**src/rtl/uart_rx_sampler.sv**
```systemverilog
// Oversampling UART receiver: 16 sample ticks per bit, optional parity, and a one-entry
// holding register with a valid/ready handshake plus parity, framing and overrun flags.
//
// state     | meaning
// ----------+---------------------------------------------------------
// IDLE      | line idle, waiting for a tick that sees the line low
// START     | qualifying the start bit at mid-bit (sample count 7)
// DATA      | sampling 8 data bits, LSB first, at sample count 15
// PARITY    | sampling the parity bit
// STOP      | sampling the stop bit, then handing the byte to delivery
// WAIT_HIGH | stop bit was low (break), waiting for the line to go high
module uart_rx_sampler #(
    parameter int CLKS_PER_SAMPLE = 4,
    parameter bit PARITY_EN       = 1'b1,
    parameter bit PARITY_ODD      = 1'b0
) (
    input  logic       Clk,
    input  logic       Reset,
    input  logic       SerialIn,
    output logic [7:0] DataOut,
    output logic       RxValid,
    input  logic       RxReady,
    output logic       RxBusy,
    output logic       ParityError,
    output logic       FrameError,
    output logic       Overrun
);

    localparam int TW = (CLKS_PER_SAMPLE > 2) ? $clog2(CLKS_PER_SAMPLE) : 1;
    localparam logic [TW-1:0] TICK_LAST = TW'(CLKS_PER_SAMPLE - 1);

    typedef enum logic [2:0] {
        S_IDLE,
        S_START,
        S_DATA,
        S_PARITY,
        S_STOP,
        S_WAIT_HIGH
    } state_t;

    state_t          state, state_next;
    logic            sync_q1, line;
    logic [TW-1:0]   tick_cnt;
    logic            tick;
    logic [3:0]      samp_cnt;
    logic [2:0]      bit_cnt;
    logic [7:0]      shift_reg;
    logic            par_err_q, frame_err_q, deliver;
    logic            cnt_clr, cnt_inc, shift_en, par_smp, stop_smp;
    logic            handshake;

    always_ff @(posedge Clk or negedge Reset) begin
        if (!Reset) begin
            sync_q1 <= 1'b1;
            line    <= 1'b1;
        end else begin
            sync_q1 <= SerialIn;
            line    <= sync_q1;
        end
    end

    always_ff @(posedge Clk or negedge Reset) begin
        if (!Reset)
            tick_cnt <= '0;
        else if (tick_cnt == TICK_LAST)
            tick_cnt <= '0;
        else
            tick_cnt <= tick_cnt + 1'b1;
    end

    assign tick = (tick_cnt == TICK_LAST);

    always_ff @(posedge Clk or negedge Reset) begin
        if (!Reset)
            state <= S_IDLE;
        else
            state <= state_next;
    end

    always_comb begin
        state_next = state;
        cnt_clr    = 1'b0;
        cnt_inc    = 1'b0;
        shift_en   = 1'b0;
        par_smp    = 1'b0;
        stop_smp   = 1'b0;
        case (state)
            S_IDLE: begin
                if (tick && !line) begin
                    state_next = S_START;
                    cnt_clr    = 1'b1;
                end
            end
            S_START: begin
                if (tick) begin
                    if (samp_cnt == 4'd7) begin
                        if (line) begin
                            state_next = S_IDLE;
                        end else begin
                            state_next = S_DATA;
                            cnt_clr    = 1'b1;
                        end
                    end else begin
                        cnt_inc = 1'b1;
                    end
                end
            end
            S_DATA: begin
                if (tick) begin
                    cnt_inc = 1'b1;
                    if (samp_cnt == 4'd15) begin
                        shift_en = 1'b1;
                        if (bit_cnt == 3'd7)
                            state_next = PARITY_EN ? S_PARITY : S_STOP;
                    end
                end
            end
            S_PARITY: begin
                if (tick) begin
                    cnt_inc = 1'b1;
                    if (samp_cnt == 4'd15) begin
                        par_smp    = 1'b1;
                        state_next = S_STOP;
                    end
                end
            end
            S_STOP: begin
                if (tick) begin
                    cnt_inc = 1'b1;
                    if (samp_cnt == 4'd15) begin
                        stop_smp   = 1'b1;
                        state_next = line ? S_IDLE : S_WAIT_HIGH;
                    end
                end
            end
            S_WAIT_HIGH: begin
                if (tick && line)
                    state_next = S_IDLE;
            end
            default: state_next = S_IDLE;
        endcase
    end

    // Frame datapath; the sample count wraps 15 -> 0 naturally between bits.
    always_ff @(posedge Clk or negedge Reset) begin
        if (!Reset) begin
            samp_cnt    <= '0;
            bit_cnt     <= '0;
            shift_reg   <= '0;
            par_err_q   <= 1'b0;
            frame_err_q <= 1'b0;
            deliver     <= 1'b0;
        end else begin
            deliver <= stop_smp;
            if (cnt_clr) begin
                samp_cnt  <= '0;
                bit_cnt   <= '0;
                par_err_q <= 1'b0;
            end else if (cnt_inc) begin
                samp_cnt <= samp_cnt + 1'b1;
            end
            if (shift_en) begin
                shift_reg <= {line, shift_reg[7:1]};
                bit_cnt   <= bit_cnt + 1'b1;
            end
            if (par_smp)
                par_err_q <= ((^shift_reg) ^ line) != PARITY_ODD;
            if (stop_smp)
                frame_err_q <= ~line;
        end
    end

    assign handshake = RxValid & RxReady;

    // A byte can be accepted in the same cycle the consumer drains the previous one.
    always_ff @(posedge Clk or negedge Reset) begin
        if (!Reset) begin
            DataOut     <= '0;
            RxValid     <= 1'b0;
            ParityError <= 1'b0;
            FrameError  <= 1'b0;
            Overrun     <= 1'b0;
        end else begin
            if (handshake)
                Overrun <= 1'b0;
            if (deliver && (!RxValid || RxReady)) begin
                DataOut     <= shift_reg;
                ParityError <= par_err_q;
                FrameError  <= frame_err_q;
                RxValid     <= 1'b1;
            end else if (deliver) begin
                Overrun <= 1'b1;
            end else if (handshake) begin
                RxValid <= 1'b0;
            end
        end
    end

    assign RxBusy = (state == S_START) || (state == S_DATA) ||
                    (state == S_PARITY) || (state == S_STOP);

endmodule

```
**config.mk**
```make
export PLATFORM = sky130hd
export DESIGN_NAME = uart_rx_sampler
export DESIGN_NICKNAME = d
export VERILOG_FILES = /design/src/rtl/uart_rx_sampler.sv
export SDC_FILE = /design/constraint.sdc
export NUM_CORES = 1
export LEC_CHECK = 0
export ABC_AREA = 1
export BUFFER_PORTS_ARGS = -buffer_cell sky130_fd_sc_hd__buf_4
export CAP_MARGIN = 20
export CORE_ASPECT_RATIO = 1.75
export CORE_MARGIN = 2
export CORE_UTILIZATION = 40
export DETAILED_ROUTE_END_ITERATION = 8
export PLACE_DENSITY = 0.62
export SYNTH_ARGS = -nofsm -noshare
export SYNTH_HDL_FRONTEND = slang
export SYNTH_SLANG_ARGS = --single-unit
```
**constraint.sdc**
```tcl
create_clock -name Clk -period 1.6 [get_ports Clk]
set_input_delay 0.32 -clock Clk [delete_from_list [all_inputs] [get_ports Clk]]
set_output_delay 0.32 -clock Clk [all_outputs]
set_load 0.02 [all_outputs]
```
Yosys cells after proc, flatten, opt, wreduce, memory -nomap -nowiden
Cells that the tools add are included.
{"block": "word_totals", "reg_bits": 37, "out_inout_bits": 13}
{"block": "classes", "n_mux": 41, "n_eq_ne": 21, "n_bitwise": 3, "n_addsub": 3, "reduce_logical": 18}
{"op": "$mux W3", "count": 14}
{"op": "$ne A2 B2 Y1 const B", "count": 11}
{"op": "$mux W1", "count": 20}
{"op": "$pmux W3 S6", "count": 1}
{"op": "$reduce_and A11 Y1", "count": 1}
{"op": "$eq A3 B3 Y1 const B", "count": 3}
{"op": "$mux W4", "count": 2}
{"op": "$reduce_bool A2 Y1", "count": 4}
{"op": "$reduce_xor A8 Y1", "count": 1}
{"op": "$eq A3 B2 Y1 const B", "count": 2}
{"op": "$add A4 B1 Y4 const B", "count": 1}
{"op": "$eq A4 B3 Y1 const B", "count": 1}
{"op": "$eq A4 B4 Y1 const B", "count": 1}
{"op": "$logic_or A1 B1 Y1", "count": 4}
{"op": "$mux W2", "count": 2}
{"op": "$pmux W1 S2", "count": 2}
{"op": "$add A3 B1 Y3 const B", "count": 1}
{"op": "$eq A3 B1 Y1 const B", "count": 1}
{"op": "$logic_and A1 B1 Y1", "count": 3}
{"op": "$logic_not A3 Y1", "count": 1}
{"op": "$reduce_or A3 Y1", "count": 1}
{"op": "$add A2 B1 Y2 const B", "count": 1}
{"op": "$eq A2 B2 Y1 const B", "count": 1}
{"op": "$logic_not A1 Y1", "count": 2}
{"op": "other kinds (5)", "count": 5}

Depth between registers and ports, before layout
Gate-level depths: netlist (run 1).
{"block": "logic_depth", "ltp_word": 6, "depth_mapped": 11}

Least setup slack after synthesis (run 1)
Ideal clock, no wire load.
{"block": "synth_path", "kind": "flip-flop to flip-flop", "from": "register tick_cnt[0]", "to": "register bit_cnt[0]", "setup_slack_ps": 254, "stages_incl_launch_ff": 8, "arrival_ps": 1224, "path_buffers": 1, "required_time_ps": 1478, "synth_period_minus_slack_ps": 1346, "cell_sequence": "dfrtp_1 -> ha_1 -> inv_1 -> nor2_1 -> nand2_1 -> buf_2 -> nand3_1 -> o21ai_1"}
{"block": "synth_between", "elab_chain_cells": 5, "elab_cells_between_ends": 9, "cone_classes": "1 x eq/ne; 6 x mux; 2 x reduce/logical"}
{"element": "start, declared", "line_no": "43", "rtl": "logic [TW-1:0] tick_cnt;"}
{"element": "start signal, assigned", "line_no": "68", "rtl": "tick_cnt <= tick_cnt + 1'b1;"}
{"element": "$eq A2 B2 Y1 *", "line_no": "71", "rtl": "assign tick = (tick_cnt == TICK_LAST);"}
{"element": "$logic_and A1 B1 Y1", "line_no": "89", "rtl": "if (tick && !line) begin"}
{"element": "$mux W1", "line_no": "89"}
{"element": "$pmux W1 S2", "line_no": "87", "rtl": "case (state)"}
{"element": "$reduce_bool A2 Y1 (no line)"}
{"element": "end signal, assigned", "line_no": "164", "rtl": "bit_cnt <= bit_cnt + 1'b1;"}
{"element": "end, declared", "line_no": "46", "rtl": "logic [2:0] bit_cnt;"}
Every way passes the cells marked *; elsewhere a longest branch is shown, timed or not.
A chain may end at the register's enable or synchronous reset.

Worst setup path after layout (run 1)
{"block": "layout_path", "from": "register state[1]", "to": "output RxBusy"}
{"block": "layout_between", "elab_chain_cells": 4, "elab_cells_between_ends": 7, "cone_classes": "4 x eq/ne; 3 x reduce/logical"}
{"element": "start, declared", "line_no": "41", "rtl": "state_t state, state_next;"}
{"element": "start signal, assigned", "line_no": "77", "rtl": "state <= state_next;"}
{"element": "$eq A3 B1 Y1 or $eq A3 B2 Y1 (tied branches)", "line_no": "199", "rtl": "assign RxBusy = (state == S_START) || (state == S_DATA) ||"}
{"element": "$logic_or A1 B1 Y1 (2 in a row)", "line_no": "199"}
{"element": "$logic_or A1 B1 Y1 *", "line_no": "200", "rtl": "(state == S_PARITY) || (state == S_STOP);"}
{"element": "end, declared", "line_no": "23", "rtl": "output logic RxBusy,"}
Marks and branches as above.

==> results of run 1 <==
==> cell type report <==
cell class              instances  area [um2]  share of cell area (%)
well taps                      51       63.81                   2.938
flip-flops and latches         37       930.9                   42.86
clock inverters                 2       10.01                  0.4608
multi-input cells             145       777.0                   35.77
clock buffers                   6       72.57                   3.341
repair buffers                 27       221.5                   10.20
inverters                      25       96.34                   4.435
==> worst max-delay path: stages, from the launching register on <==
cell and delay, ns:
dfrtp_1 0.39, inv_2 0.11, nand2_4 0.08, nor2_4 0.16
a21oi_4 0.05, nand2_2 0.06, buf_6 0.11
==> cells in the mapped netlist <==
master	n	area (um2)
a22oi_1	1	7.510
mux2_2	3	33.78
xnor2_1	2	17.52
nand3_2	2	20.02
buf_2	2	10.01
nand3_1	22	110.1
inv_1	22	82.58
ha_1	4	50.05
o21ai_0	11	55.05
inv_2	3	11.26
nor2_1	3	11.26
clkbuf_1	1	3.750
nand4_1	2	12.51
nand2_1	69	259.0
a21oi_2	2	17.52
o21ai_1	12	60.06
dfstp_2	2	52.55
nand2_4	1	11.26
o22ai_1	1	6.260
dfrtp_1	35	875.8
nand2_2	3	18.77
xor2_1	4	35.03
nor2_4	2	22.52
==> cell families after synthesis <==
group / Yosys count
simple gates: 104
flops: 37
buf+inv: 28
compound gates: 27
xor+xnor: 6
fa+ha+maj: 4
mux: 3
==> timing repair <==
| item | 4_1_cts | 5_1_grt |
|---|---|---|
| resized for setup | 3 | 7 |
| hold buffers | 1 | 0 |
| pin swaps | 0 | 2 |
| endpoints found under the setup margin | 1 | 9 |
| cloned | 0 | 1 |
| buffers inserted | 6 | 1 |
| endpoints found under the hold margin | 5 | 0 |
==> layout by cell type, fill, tap and decap left out, drive strengths merged <==
cell type / instances
a22oi: 1
inv: 25
buf: 26
nand4: 2
dfstp: 2
clkbuf: 6
nor2: 5
xnor2: 2
dlygate4sd3: 1
a21oi: 2
o21ai: 23
nand3: 25
nand2: 73
mux2: 3
o22ai: 1
ha: 4
clkinv: 2
dfrtp: 35
xor2: 4
==> power groups by stage <==
| stage | clock [mW] | sequential, mW | combinational [mW] |
|---|---|---|---|
| after floorplan | 0 | 1.10 | 0.511 |
| after global placement | 0 | 1.12 | 0.641 |
| after detailed placement | 0 | 1.12 | 0.640 |
| after CTS | 0.650 | 1.08 | 0.758 |
| after global routing | 0.676 | 1.09 | 0.942 |
| final | 0.624 | 1.08 | 0.846 |
==> final timing paths <==
| kind | start | end |
|---|---|---|
| max | state[1]$_DFFE_PN0P_ | RxBusy |
| min | SerialIn | sync_q1$_DFF_PN1_ |
| max reg2reg | samp_cnt[0]$_DFFE_PN0P_ | samp_cnt[3]$_DFFE_PN0P_ |
| min reg2reg | sync_q1$_DFF_PN1_ | line$_DFF_PN1_ |
| max in group asynchronous | Reset | state[2]$_DFFE_PN0P_ |
| min in group asynchronous | Reset | DataOut[4]$_DFFE_PN0P_ |
==> stage by stage <==
stage          setup TNS (ns)  util (%)
6_report                    0     49.77
5_1_grt              -0.02912     49.77
4_1_cts                     0     48.85
3_5_place_dp                0     45.58
3_3_place_gp                0     45.58
2_1_floorplan               0         -
==> layer usage <==
layer | wire length (um) | vias to the layer above | share of wire (%)
met4 | 145 | 0 | 3.9
met5 | 0 | - | 0
li1 | - | 736 | -
met1 | 1360 | 700 | 37
met3 | 101 | 14 | 2.7
met2 | 2071 | 26 | 56
==> impl_metrics.py, run 1 <==
metrics = {
    "logic_synthesis": {
        "synth_nets": 217,
        "syn_area_um2": 1784,
        "synth_fa_ha_area_share_pct": 2.805,
        "synth_cell_types": 23,
        "synth_xor_area_share_pct": 2.945,
        "synth_compound_area_share_pct": 8.205,
        "synth_top_family_by_area": "simple AND/OR/NAND/NOR gates",
        "seq_area_frac_synth_pct": 52.03,
        "synth-seq-cells": 37,
        "syn_inst": 209,
        "synth_area_per_cell_um2": 8.537,
        "ys_warn_count": 0,
        "muxShareOfSynthArea_pct": 1.893,
        "synth-simple-area-share_pct": 26.09,
    },
    "power_and_ir_drop": {
        "clockPowerShare_pct": 24.5,
        "swShare_pct": 35.30,
        "p_per_area_nw_per_um2": 1174,
        "power_switching_mw": 0.9003,
        "power_mw": 2.550,
        "combinationalPowerShare_pct": 33.2,
        "power.internal_mw": 1.650,
        "irDropWorstVdd_mv": 0.7932,
        "seq_power_share_pct": 42.4,
        "cellLeakagePower_nw": 1.136,
    },
    "status": {
        "status": "finished, final reports clean",
    },
    "cts": {
        "clock_path_buffers": 2,
        "cts_tree": "yes",
        "cts_sinks": 37,
        "numCtsBuffers": 5,
        "htreeDepth": 2,
        "clk_pin_slew_ns": 0.07,
        "cts-root-buf": "clkbuf_8",
        "insertion_delay_ns": 0.29,
    },
    "timing": {
        "tightestPinTransition_ns": 0.4746,
        "min_period_over_period_pct": 98.69,
        "fmax_mhz": 633.3,
        "skew_ns": 0.004037,
        "hold_viol": 0,
        "finalSetupViolCount": 0,
        "slew_violations": 0,
        "timing.final.ws_setup_ns": 0.02095,
        "fin_hold_ws_ns": 0.1351,
        "period_needed_ns": 1.579,
        "max-slew-margin-rel_pct": 68.36,
        "rsz0062_at_grt": "yes",
    },
    "global_route": {
        "grt.busiest_layer": "met2",
        "use_met3_pct": 3.710,
        "grt_pass1_vias": 1452,
        "antenna_found_initial": 0,
        "grt_max_degree": 38,
        "grt_util_met2_pct": 29.52,
        "grt_usage_pct": 17.18,
        "grt_first_pass_wirelength_um": 6279,
        "met1_usage_pct": 17.88,
        "grt.overflow.total": 0,
    },
    "critical_path": {
        "rrSetupSlack_ns": 0.15,
        "start_kind": "flop",
        "worst-path-max-fanout": 4,
        "worstSetupPathType": "reg2out",
        "arrival_ns": 1.26,
        "r2r_cells": 6,
        "endpoint_kind": "output pin",
        "worst_ep_required_time_ns": 1.28,
    },
    "placement": {
        "io_buffers": 16,
        "dp_slack_ns": 0.1458,
        "placed_area_um2": 1989,
        "gp_congestion": 0.9485,
        "hpwl_um": 2433,
        "dp.cells": 276,
    },
    "route": {
        "drt_iter0_markers": 28,
        "dr_total_vias": 1476,
        "viasPerCell": 5.038,
        "routed_wl_um": 3679,
        "drtPass1Iterations": 4,
        "remaining_drc_errors": 0,
        "antenna_left": 0,
        "wl_per_cell_um": 12.56,
    },
    "min_path": {
        "hold_path_class": "in2reg",
        "hold_path_depth": 1,
    },
    "floorplan": {
        "core-area_um2": 4364,
        "die_area_um2": 5032,
        "ioPinCount": 17,
        "row_count": 32,
        "die_y_um": 92.35,
        "initial_utilization_pct": 40.88,
        "die_w_um": 54.49,
    },
    "final_layout": {
        "fin_nets": 249,
        "drive_above_1_share_pct": 23.55,
        "finalInstanceArea_um2": 2172,
        "final_cells": 293,
        "nFillCells": 423,
        "diodes": 0,
        "area_delta_synth_final_pct": 21.74,
    },
    "flow_run": {
        "max_cap_violations": 0,
    },
}
(Power assumes the default switching activity.)
==> run 2, diff against run 1 <==
ABC_AREA = unset   (was 1)
GPL_ROUTABILITY_DRIVEN = 0   (was unset)
==> run 2 against run 1 <==
The run now ends with hold timing, setup timing left. Count of clock-buffer cells in the layout up 1. Final area up 11%. Synthesized area down 2.8%. Wire length down 4.7%. First-iteration DRC count down 21%. Largest cell class unchanged. Sequential power up 4%. Combinational power down 33%. Flip-flop and latch count unchanged.
==> impl_metrics.py, run 2 <==
metrics = {
    "logic_synthesis": {
        "synth_compound_area_share_pct": 9.812,
        "yosys-top-cells-area": "dfrtp_1 51%, mux2_2 11%, dfstp_2 3.0%",
        "yosysTopAreaCell": "dfrtp_1",
        "netlist_top_cells_count": "35 x dfrtp_1, 17 x mux2_2, 7 x a21oi_1, 5 x o21ai_0, 5 x xnor2_1",
        "seq_area_frac_synth_pct": 53.54,
        "synth.most_common_cell": "dfrtp_1",
        "synth_xor_area_share_pct": 4.834,
        "async_flop_share_pct": 100.0,
        "synth_area_per_cell_um2": 13.14,
        "synth_nets": 140,
        "synth_top_family_by_area": "multiplexers",
        "ys.flop_type": "dfrtp_1",
        "syn_area_um2": 1734,
        "synth_edf_count": 0,
        "synth.top_cell.area_share_pct": 50.51,
        "synth-seq-cells": 37,
        "synth-simple-area-share_pct": 11.98,
        "syn_inst": 132,
        "synth_fa_ha_area_share_pct": 2.886,
        "muxShareOfSynthArea_pct": 13.64,
        "ys_warn_count": 0,
        "synth_cell_types": 41,
    },
    "timing": {
        "timing.final.ws_setup_ns": -0.05400,
        "skew_ns": 0.005099,
        "rsz0062_at_grt": "yes",
        "finalSetupViolCount": 3,
        "final.setup.tns_ns": -0.09871,
        "tightestPinTransition_ns": 0.4632,
        "fmax_mhz": 604.6,
        "min_period_over_period_pct": 103.4,
        "hold_viol": 10,
        "period_needed_ns": 1.654,
        "max-slew-margin-rel_pct": 69.12,
        "fin_hold_ws_ns": -0.01229,
        "slew_violations": 0,
    },
    "critical_path": {
        "arrival_ns": 1.86,
        "start_kind": "flop",
        "path_cells": "buf_6 > nor3b_4 > a211oi_4 > buf_6 > or3_4 > a21oi_2",
        "worstSetupPathType": "reg2reg",
        "worst-path-max-fanout": 5,
        "worst_ep_required_time_ns": 1.81,
        "critPathSlowestCell": "dfrtp_2",
        "slowest_delay_ns": 0.45,
        "path_common_cell": "buf_6",
        "endpoint_kind": "flop",
        "r2r_cells": 6,
    },
    "final_layout": {
        "final_cell_mix": "34 x buf_4, 31 x dfrtp_1, 9 x mux2_2, 9 x mux2_4",
        "post-route-util_pct": 58.06,
        "final_common_cell": "buf_4",
        "fin_nets": 186,
        "multi_input_area_um2": 895.9,
        "diodes": 0,
        "register_area_um2": 933.4,
        "drive_above_1_share_pct": 53.37,
        "area_delta_synth_final_pct": 38.96,
        "nFillCells": 328,
    },
    "global_route": {
        "grt_max_degree": 38,
        "grt_first_pass_wirelength_um": 6072,
        "antenna_found_initial": 0,
        "grt_pass1_vias": 1290,
        "grt.overflow.total": 0,
        "grt_usage_pct": 16.84,
    },
    "placement": {
        "io_buffers": 16,
        "dp_slack_ns": -0.09844,
        "hpwl_um": 2388,
    },
    "route": {
        "drt_iter0_markers": 22,
        "antenna_left": 0,
        "routed_wl_um": 3507,
        "wl_per_cell_um": 15.45,
        "drtPass1Iterations": 4,
        "dr_total_vias": 1202,
        "viasPerCell": 5.295,
        "remaining_drc_errors": 0,
    },
    "floorplan": {
        "initial_utilization_pct": 41.78,
        "die_w_um": 53.78,
        "ioPinCount": 17,
        "die_area_um2": 4899,
        "row_count": 31,
        "core-area_um2": 4150,
        "die_y_um": 91.11,
    },
    "cts": {
        "insertion_delay_ns": 0.28,
        "clock_path_buffers": 2,
        "numCtsBuffers": 5,
        "clk_pin_slew_ns": 0.07,
        "htreeDepth": 2,
        "cts_tree": "yes",
        "cts-root-buf": "clkbuf_8",
        "cts_sinks": 37,
    },
    "power_and_ir_drop": {
        "cellLeakagePower_nw": 1.094,
        "p_per_area_nw_per_um2": 960.0,
        "irDropWorstVdd_mv": 0.7584,
    },
    "min_path": {
        "hold_path_class": "in2async",
    },
    "flow_run": {
        "max_cap_violations": 0,
    },
    "status": {
        "status": "finished, violations left",
        "violations": "hold timing, setup timing",
    },
}
run 2: cell count changes after synthesis, sizes merged, moves of 6 or more:
cell	change
a21oi	+6
nand3	-20
nand2	-69
inv	-21
o21ai	-18
mux2	+15
run 2: critical path, delay by kind of cell, from the launching register on:
kind,cells,cell delay (ns)
simple gates,2,0.64
buf+inv,2,0.27
flops,1,0.45
compound gates,2,0.22
run 2: layout make-up:
cell class / count / share of cell area, %
sequential: 37 / 38.73
multi-input combinational: 85 / 37.18
timing repair buffer: 45 / 17.34
clock buffer: 7 / 3.583
tap: 49 / 2.544
inverter: 4 / 0.6231
run 2: what timing repair did:
action,in CTS,in global routing
endpoints found under the setup margin,13,18
pin swaps,9,10
resized for setup,26,14
hold buffers,0,0
endpoints found under the hold margin,0,0
setup buffers,7,4
run 2: final timing paths:
path / from / end / slack [ns]
worst min-delay path: Reset / RxValid$_DFFE_PN0P_ / -0.01
worst min register to register: sync_q1$_DFF_PN1_ / line$_DFF_PN1_ / 0.36
worst max register to register: state[1]$_DFFE_PN0P_ / samp_cnt[0]$_DFFE_PN0P_ / -0.05
max in group asynchronous: Reset / samp_cnt[2]$_DFFE_PN0P_ / 1.26
min in group Clk: SerialIn / sync_q1$_DFF_PN1_ / 0.15
worst max-delay path: state[1]$_DFFE_PN0P_ / samp_cnt[0]$_DFFE_PN0P_ / -0.05
run 2: kinds of logic after synthesis:
group,count (synthesis)
and+or+nand+nor,29
muxes,21
DFF,37
buffers and inverters,10
adders and majority gates,4
AOI/OAI and AO/OA,23
xor gates and xnor gates,8
run 2: routing by layer:
layer | vias to the layer above | track usage [%] | wire, um
li1 | 563 | - | -
met1 | 614 | 19.13 | 1311
met2 | 23 | 29.27 | 2055
met3 | 2 | 3.125 | 113
met4 | 0 | 6.838 | 27
met5 | - | 0 | 0
run 2: stage by stage:
stage	total power, mW	area (um2)	hold slack, ns	cells
final	2.313	2410	-0.01229	227
after detailed placement	1.454	2038	0.3114	209
after global routing	2.438	2410	0.02435	227
after floorplan	1.292	1745	0.02441	132
after CTS	2.239	2318	0.002547	223
after global placement	1.428	2038	0.3026	209
run 2: power breakdown:
part / total, mW / switching (mW) / internal [mW] / leakage, nW
registers: 1.12 / 0.116 / 1.00 / 0.484
logic: 0.566 / 0.254 / 0.312 / 0.566
clock network: 0.631 / 0.290 / 0.341 / 0.0443
total: 2.31 / 0.659 / 1.65 / 1.09
